[src/rtl/dmem_arb_pkg.sv]
// dmem_arb_pkg: shared types and constants for the two-port data-memory arbiter.
package dmem_arb_pkg;
  typedef enum logic [1:0] {IDLE, ACCESS, RESP} state_t;
  typedef logic port_id_t;
  localparam int NPORTS = 2;
  localparam int DEPTH_DEFAULT = 256;
endpackage

[src/rtl/dmem_arb_pick.sv]
// dmem_arb_pick: combinational winner select; DMEM_ARB_RR_EN selects round-robin, else port 0 priority.
module dmem_arb_pick
  import dmem_arb_pkg::*;
(
  input  logic [NPORTS-1:0] req,
  input  port_id_t          last,
  output port_id_t          win
);
`ifdef DMEM_ARB_RR_EN
  localparam bit RR = 1'b1;
`else
  localparam bit RR = 1'b0;
`endif
  always_comb win = (&req && RR) ? ~last : ~req[0];
endmodule

[src/rtl/dmem_arbiter.sv]
// dmem_arbiter: serialises two masters onto a single-port data memory via IDLE/ACCESS/RESP.
// DMEM_ARB_RR_EN enables round-robin arbitration with a last-winner register.
module dmem_arbiter
  import dmem_arb_pkg::*;
#(
  parameter int DEPTH = DEPTH_DEFAULT,
  parameter int AW = 32,
  parameter int DW = 32
) (
  input  logic          clk,
  input  logic          rst,
  input  logic [1:0]    req,
  input  logic [1:0]    we,
  input  logic [AW-1:0] addr0,
  input  logic [AW-1:0] addr1,
  input  logic [DW-1:0] wdata0,
  input  logic [DW-1:0] wdata1,
  output logic [1:0]    ack,
  output logic          err,
  output logic [DW-1:0] rdata,
  output logic          mem_read,
  output logic          mem_write,
  output logic [AW-1:0] mem_addr,
  output logic [DW-1:0] mem_wdata,
  input  logic [DW-1:0] mem_rdata
);
  localparam logic [AW-1:0] LIMIT = AW'(4 * DEPTH);
  state_t state, state_n;
  port_id_t id, win, last;
  logic cmd_we, bad, err_q, grant;
  logic [AW-1:0] cmd_addr, win_addr;
  logic [DW-1:0] cmd_wdata, rdata_q;
  assign grant = state == IDLE && |req;
  assign win_addr = win ? addr1 : addr0;
  dmem_arb_pick u_pick (.req, .last, .win);
`ifdef DMEM_ARB_RR_EN
  always_ff @(posedge clk or posedge rst)
    if (rst) last <= 1'b1;
    else if (grant) last <= win;
`else
  assign last = 1'b1;
`endif
  always_ff @(posedge clk or posedge rst)
    if (rst) state <= IDLE;
    else state <= state_n;
  always_comb
    state_n = state == IDLE ? (|req ? ACCESS : IDLE) : state == ACCESS ? RESP : IDLE;
  always_ff @(posedge clk or posedge rst) begin
    if (rst) begin
      id        <= 1'b0;
      cmd_we    <= 1'b0;
      cmd_addr  <= '0;
      cmd_wdata <= '0;
      bad       <= 1'b0;
      err_q     <= 1'b0;
      rdata_q   <= '0;
    end else begin
      if (grant) begin
        id        <= win;
        cmd_we    <= we[win];
        cmd_addr  <= win_addr;
        cmd_wdata <= win ? wdata1 : wdata0;
        bad       <= win_addr[1:0] != 2'b00 || win_addr >= LIMIT;
      end
      if (state == ACCESS) begin
        err_q   <= bad;
        rdata_q <= (bad || cmd_we) ? '0 : mem_rdata;
      end
    end
  end
  // memory strobes derive from state so an async reset kills them immediately
  always_comb begin
    mem_read  = state == ACCESS && !bad && !cmd_we;
    mem_write = state == ACCESS && !bad && cmd_we;
    mem_addr  = cmd_addr;
    mem_wdata = cmd_wdata;
    ack       = state == RESP ? 2'b01 << id : 2'b00;
    err       = state == RESP && err_q;
    rdata     = state == RESP ? rdata_q : '0;
  end
endmodule

[config.mk]
export PLATFORM = sky130hd
export DESIGN_NAME = dmem_arbiter
export DESIGN_NICKNAME = d
export VERILOG_FILES = /design/src/rtl/dmem_arb_pkg.sv /design/src/rtl/dmem_arb_pick.sv /design/src/rtl/dmem_arbiter.sv
export SDC_FILE = /design/constraint.sdc
export NUM_CORES = 1
export LEC_CHECK = 0
export CORE_MARGIN = 5
export CORE_UTILIZATION = 39
export CTS_CLUSTER_DIAMETER = 100
export DETAILED_ROUTE_END_ITERATION = 8
export GPL_TIMING_DRIVEN = 0
export PLACE_DENSITY_LB_ADDON = 0.15
export SLEW_MARGIN = 20
export SYNTH_ARGS = -nofsm -noshare
export SYNTH_HDL_FRONTEND = slang
export SYNTH_SLANG_ARGS = --single-unit
[constraint.sdc]
create_clock -name clk -period 3.7 [get_ports clk]
set_input_delay 0.37 -clock clk [delete_from_list [all_inputs] [get_ports clk]]
set_output_delay 0.37 -clock clk [all_outputs]
set_load 0.1 [all_outputs]
# After elaboration in Yosys (flattened, before gate mapping)
# Cells that the tools add are included.
word_totals:
  ff_bits: 102
  inputBits: 166
  output_inout_bits: 101
  word_cells: 36
op_classes:
  order_cmp: 2
  n_eq_ne: 2
  shift: 1
  n_mux: 10
  n_bitwise: 1
  n_reduce_logical: 12
op_table:
  columns: ["cell", "count"]
  rows:
  - ["$mux 32", 4]
  - ["$ge 32x11->1 const B", 1]
  - ["$mux 2", 3]
  - ["$logic_and 1x1->1", 5]
  - ["$mux 1", 3]
  - ["$eq 2x1->1 const B", 1]
  - ["$eq 2x2->1 const B", 1]
  - ["$logic_not 1->1", 2]
  - ["$logic_not 2->1", 1]
  - ["$logic_or 1x1->1", 2]
  - ["$lt 1x2->1 const B", 1]
  - ["$reduce_bool 2->1", 1]
  - ["$reduce_or 2->1", 1]
  - ["$shl 1x1->2 const A", 1]
  - ["$not 1->1", 1]

# Depth between registers and ports, before layout
depth:
  ltp_word: 3
  depth_mapped: 7
  depth_no_buf: 4

# By module
# A second synthesis with hierarchy kept.
unflattened:
  hier_cells: 427
  hier_area_um2: 4672.0
by_module_without_submodules:
  columns: ["module", "n_inst", "cells_per_inst", "area_each_um2", "seq_area_each_um2"]
  rows:
  - ["dmem_arbiter", 1, 426, 4668.2, 2552.4]
  - ["dmem_arb_pick", 1, 1, 3.8, 0.0]

# Worst setup path after synthesis
# Ideal clock, no wire load.
synth_timing:
  kind: "register to output"
  from: "register state[1]"
  to: "output mem_write"
  arrival_time_ps: 3081
  required_ps: 3330
  slack_ps: 249
  path_stages_with_launch: 5
  path_buffers: 2
  path_cell_list: "dfrtp_1 nand2b_1 buf_2 clkbuf_1 nor3b_1"
synth_via:
  elab_chain_len: 3
synth_lines:
  columns: ["item", "line", "text"]
  rows:
  - ["from (decl)", "dmem_arbiter.sv:28", "state_t state, state_n;"]
  - ["from (signal assigned)", "dmem_arbiter.sv:45", "else state <= state_n;"]
  - ["$eq 2x1->1", "dmem_arbiter.sv:74", "mem_write = state == ACCESS && !bad && cmd_we;"]
  - ["$logic_and 1x1->1 (2 in series)", "dmem_arbiter.sv:74", null]
  - ["to (decl)", "dmem_arbiter.sv:22", "output logic mem_write,"]
# Every way passes these cells.

# Final worst setup path
layout_timing:
  from: "register state[0]"
  to: "output rdata[3]"
layout_via:
  elab_chain_len: 2
layout_lines:
  columns: ["item", "line", "text"]
  rows:
  - ["$eq 2x2->1", "dmem_arbiter.sv:79", "rdata = state == RESP ? rdata_q : '0;"]
  - ["$mux 32", "dmem_arbiter.sv:79", null]
  - ["to (decl)", "dmem_arbiter.sv:20", "output logic [DW-1:0] rdata,"]
# Every way passes these cells.

==> metrics <==
die area 0.0143 mm^2; number of global-route vias before repair 4,697; Setup Viol. Count Final 0; area of the multi-input gates 0.00193 mm^2; GPL Wtd Cong 0.856; critical path class reg2out; Ports 267; Remaining DRCs 0; DR vias/cell 5.05; Chip Width 119 um; asr flop ratio synth 100%; max-cap violations 0; switching pwr 4.14 mW; fin worst setup slack 0.506 ns; most common library cells after synthesis dfrtp_1, a21oi_1, nor2_1; slew at the pin closest to its max-slew limit 1.03 ns; Post-Route WL 15,400 um; Syn Nets 594; cell taking the most area after synthesis dfrtp_1; Skew-Pair Late Insertion Delay 0.35 ns; area share of the largest cell type after synthesis 54.7%; post-route ant nets 0; Layout fillers 994; vias post-DR 4,327; largest net degree at the start of global routing 53; fin cells 857; Post-synth EDFFs 0; first-pass GRT wire length 24,300 um; Initial Utilization 39.4%; placed cell count 841; Slew HR 31.0%; post-synthesis cell count 428; DR pass1 iterations 4; Hold WC Path Type in2async; core area 0.0119 mm^2; syn avg cell area 10.9 um^2; Worst Setup End Kind primary output; sequential power share 23.1%; clock group share of total power 14.1%; RSZ-0062 raised after global routing no; clock sinks 102; critical-path cell list nor2b_1 > clkbuf_1 > and2_1 > clkdlybuf4s50_1; ranking of synthesized cells by area dfrtp_1, mux2i_1, a21oi_1; register-to-register setup slack 2.11 ns; FMAX 313 MHz; IO buf count 265; ys flop type dfrtp_1; Final Net Count 871; Sw Ratio 56.7%; clk_skew 0.00531 ns; Max IR drop VDD 1110 uV; count leader, synth dfrtp_1; R2R Path End mem_addr[7]$_DFFE_PP0P_; Unique masters post-synth 26; antenna violations before repair 0; synthesized area 0.00467 mm^2; Crit path required time 3.33 ns; TritonCTS clock tree yes; crit share post-route 86.3%; antenna diode count 0; CTS Root Cell clkbuf_16; Avg WL per Cell 18.0 um; register area share after synthesis 54.7%; Startpoint Class flop; share of cells above drive strength 1 6.76%; TritonCTS buffer count 9; GRT Total Usage 21.6%; Max Fanout on Critical Path 10; Fin Hold WS 0.434 ns; P_int 3.16 mW; flop and latch count out of synthesis 102; Yosys warnings 0; H-Tree Depth 3; status complete, no violations; worst reg2reg path startpoint state[0]$_DFF_PP0_; Slowest cell on crit path clkdlybuf4s50_1; PD cells 928 mW/mm^2; Period minus WS final 3.19 ns; final HPWL from detailed placement 12,000 um; slowest stage delay, CP 1.14 ns; post_cts resized 0; Slew Limit Fails 0; FF-to-FF path depth 6; iteration-0 DRC count of the detailed router 228; row count 40; final instance area 0.00786 mm^2; CTS clk-pin slew, worst paths 0.07 ns; Comb power frac 62.8%; Arr. time, crit path 2.82 ns; clk buf depth 2; Setup WS pre-CTS 0.865 ns; Final Hold Fails 0; hold bufs inserted after CTS 0; register area 0.00255 mm^2; setup bufs post-CTS 0; P&R area growth vs syn 68.4%; Leakage Power 3.39 nW; aggregate global routing overflow 0; Placed Area 0.00754 mm^2; Die H 119 um
-- placed cells by master, fill, tap and decap left out, drive strengths merged, types with 2 or more instances in the layout --
master           n
clkinv           2
nor2b            2
clkbuf          16
bufinv           2
or4              2
nor4             9
a22o            32
inv              2
clkinvlp         2
clkdlybuf4s50  265
nor2            67
and2            34
dfrtp          102
a21oi           67
nand4            2
mux2i           66
buf             28
-- metal layers --
metal  part of all wire [%]  global-route usage, %  vias to the layer above  routed length, um
met3                    8.0                   8.26                       23               1240
met5                      0                      0                        -                  0
met4                    2.1                   5.73                        0                320
met1                     39                   24.4                     2077               5990
met2                     51                   38.4                      163               7880
li1                       -                      -                     2064                  -
-- flip-flops by register name, summed over array words and instances (netlist names) --
signal	count
err_q	1
cmd_we	1
id	1
state	2
bad	1
rdata_q	32
mem_wdata	32
mem_addr	32
-- worst max path at each step --
stage | from | endpoint | slack (ns) | cells past startpoint
after floorplan | state[1]$_DFF_PP0_ | mem_write | 0.25 | 4
after global placement | rst | mem_addr[23]$_DFFE_PP0P_ | -0.89 | 2
after detailed placement | state[0]$_DFF_PP0_ | rdata[3] | 0.86 | 4
after CTS | state[0]$_DFF_PP0_ | rdata[3] | 0.48 | 4
after global routing | state[0]$_DFF_PP0_ | rdata[3] | 0.29 | 4
final | state[0]$_DFF_PP0_ | rdata[3] | 0.51 | 4
-- final cells by class --
| cell class | count | share of cell area [%] |
|---|---|---|
| repair buffers | 266 | 34.1 |
| flip-flops and latches | 102 | 32.5 |
| multi-input cells | 291 | 24.5 |
| clock buffers | 10 | 3.04 |
| well taps | 147 | 2.34 |
| plain buffers | 33 | 2.28 |
| clock inverters | 6 | 1.08 |
| inverters | 2 | 0.159 |
-- cell families (layout without fill, tap and decap cells) --
family | Yosys count | count (layout) | share of synthesized area, %
AO/OA/AOI/OAI | 103 | 103 | 13.9
buffers and inverters | 35 | 317 | 3.99
flip-flops | 102 | 102 | 54.7
multiplexers | 67 | 67 | 14.4
AND/OR/NAND/NOR | 121 | 121 | 13.0
-- power groups by stage --
| stage | logic, mW | clock network [mW] | registers (mW) |
|---|---|---|---|
| 4_1_cts | 4.61 | 1.05 | 1.69 |
| 3_3_place_gp | 4.56 | 0 | 1.69 |
| 6_report | 4.58 | 1.03 | 1.69 |
| 3_5_place_dp | 4.60 | 0 | 1.71 |
| 5_1_grt | 4.78 | 1.10 | 1.74 |
| 2_1_floorplan | 0.861 | 0 | 4.17 |
-- metrics by stage --
step,power [mW],utilization (%),setup TNS [ns]
global placement,6.25,63.3,-89.82
floorplan,5.03,-,0
finish,7.30,66.3,0
global route,7.61,66.3,0
detailed placement,6.30,63.5,0
CTS,7.35,66.3,0
-- worst max-delay path: cells and delay by family (launching register included) --
family,cells,cell delay (ns)
buffers and inverters,2,1.48
flip-flops,1,0.39
AND/OR/NAND/NOR,2,0.60
No activity file was read; power rests on OpenSTA's default activity.
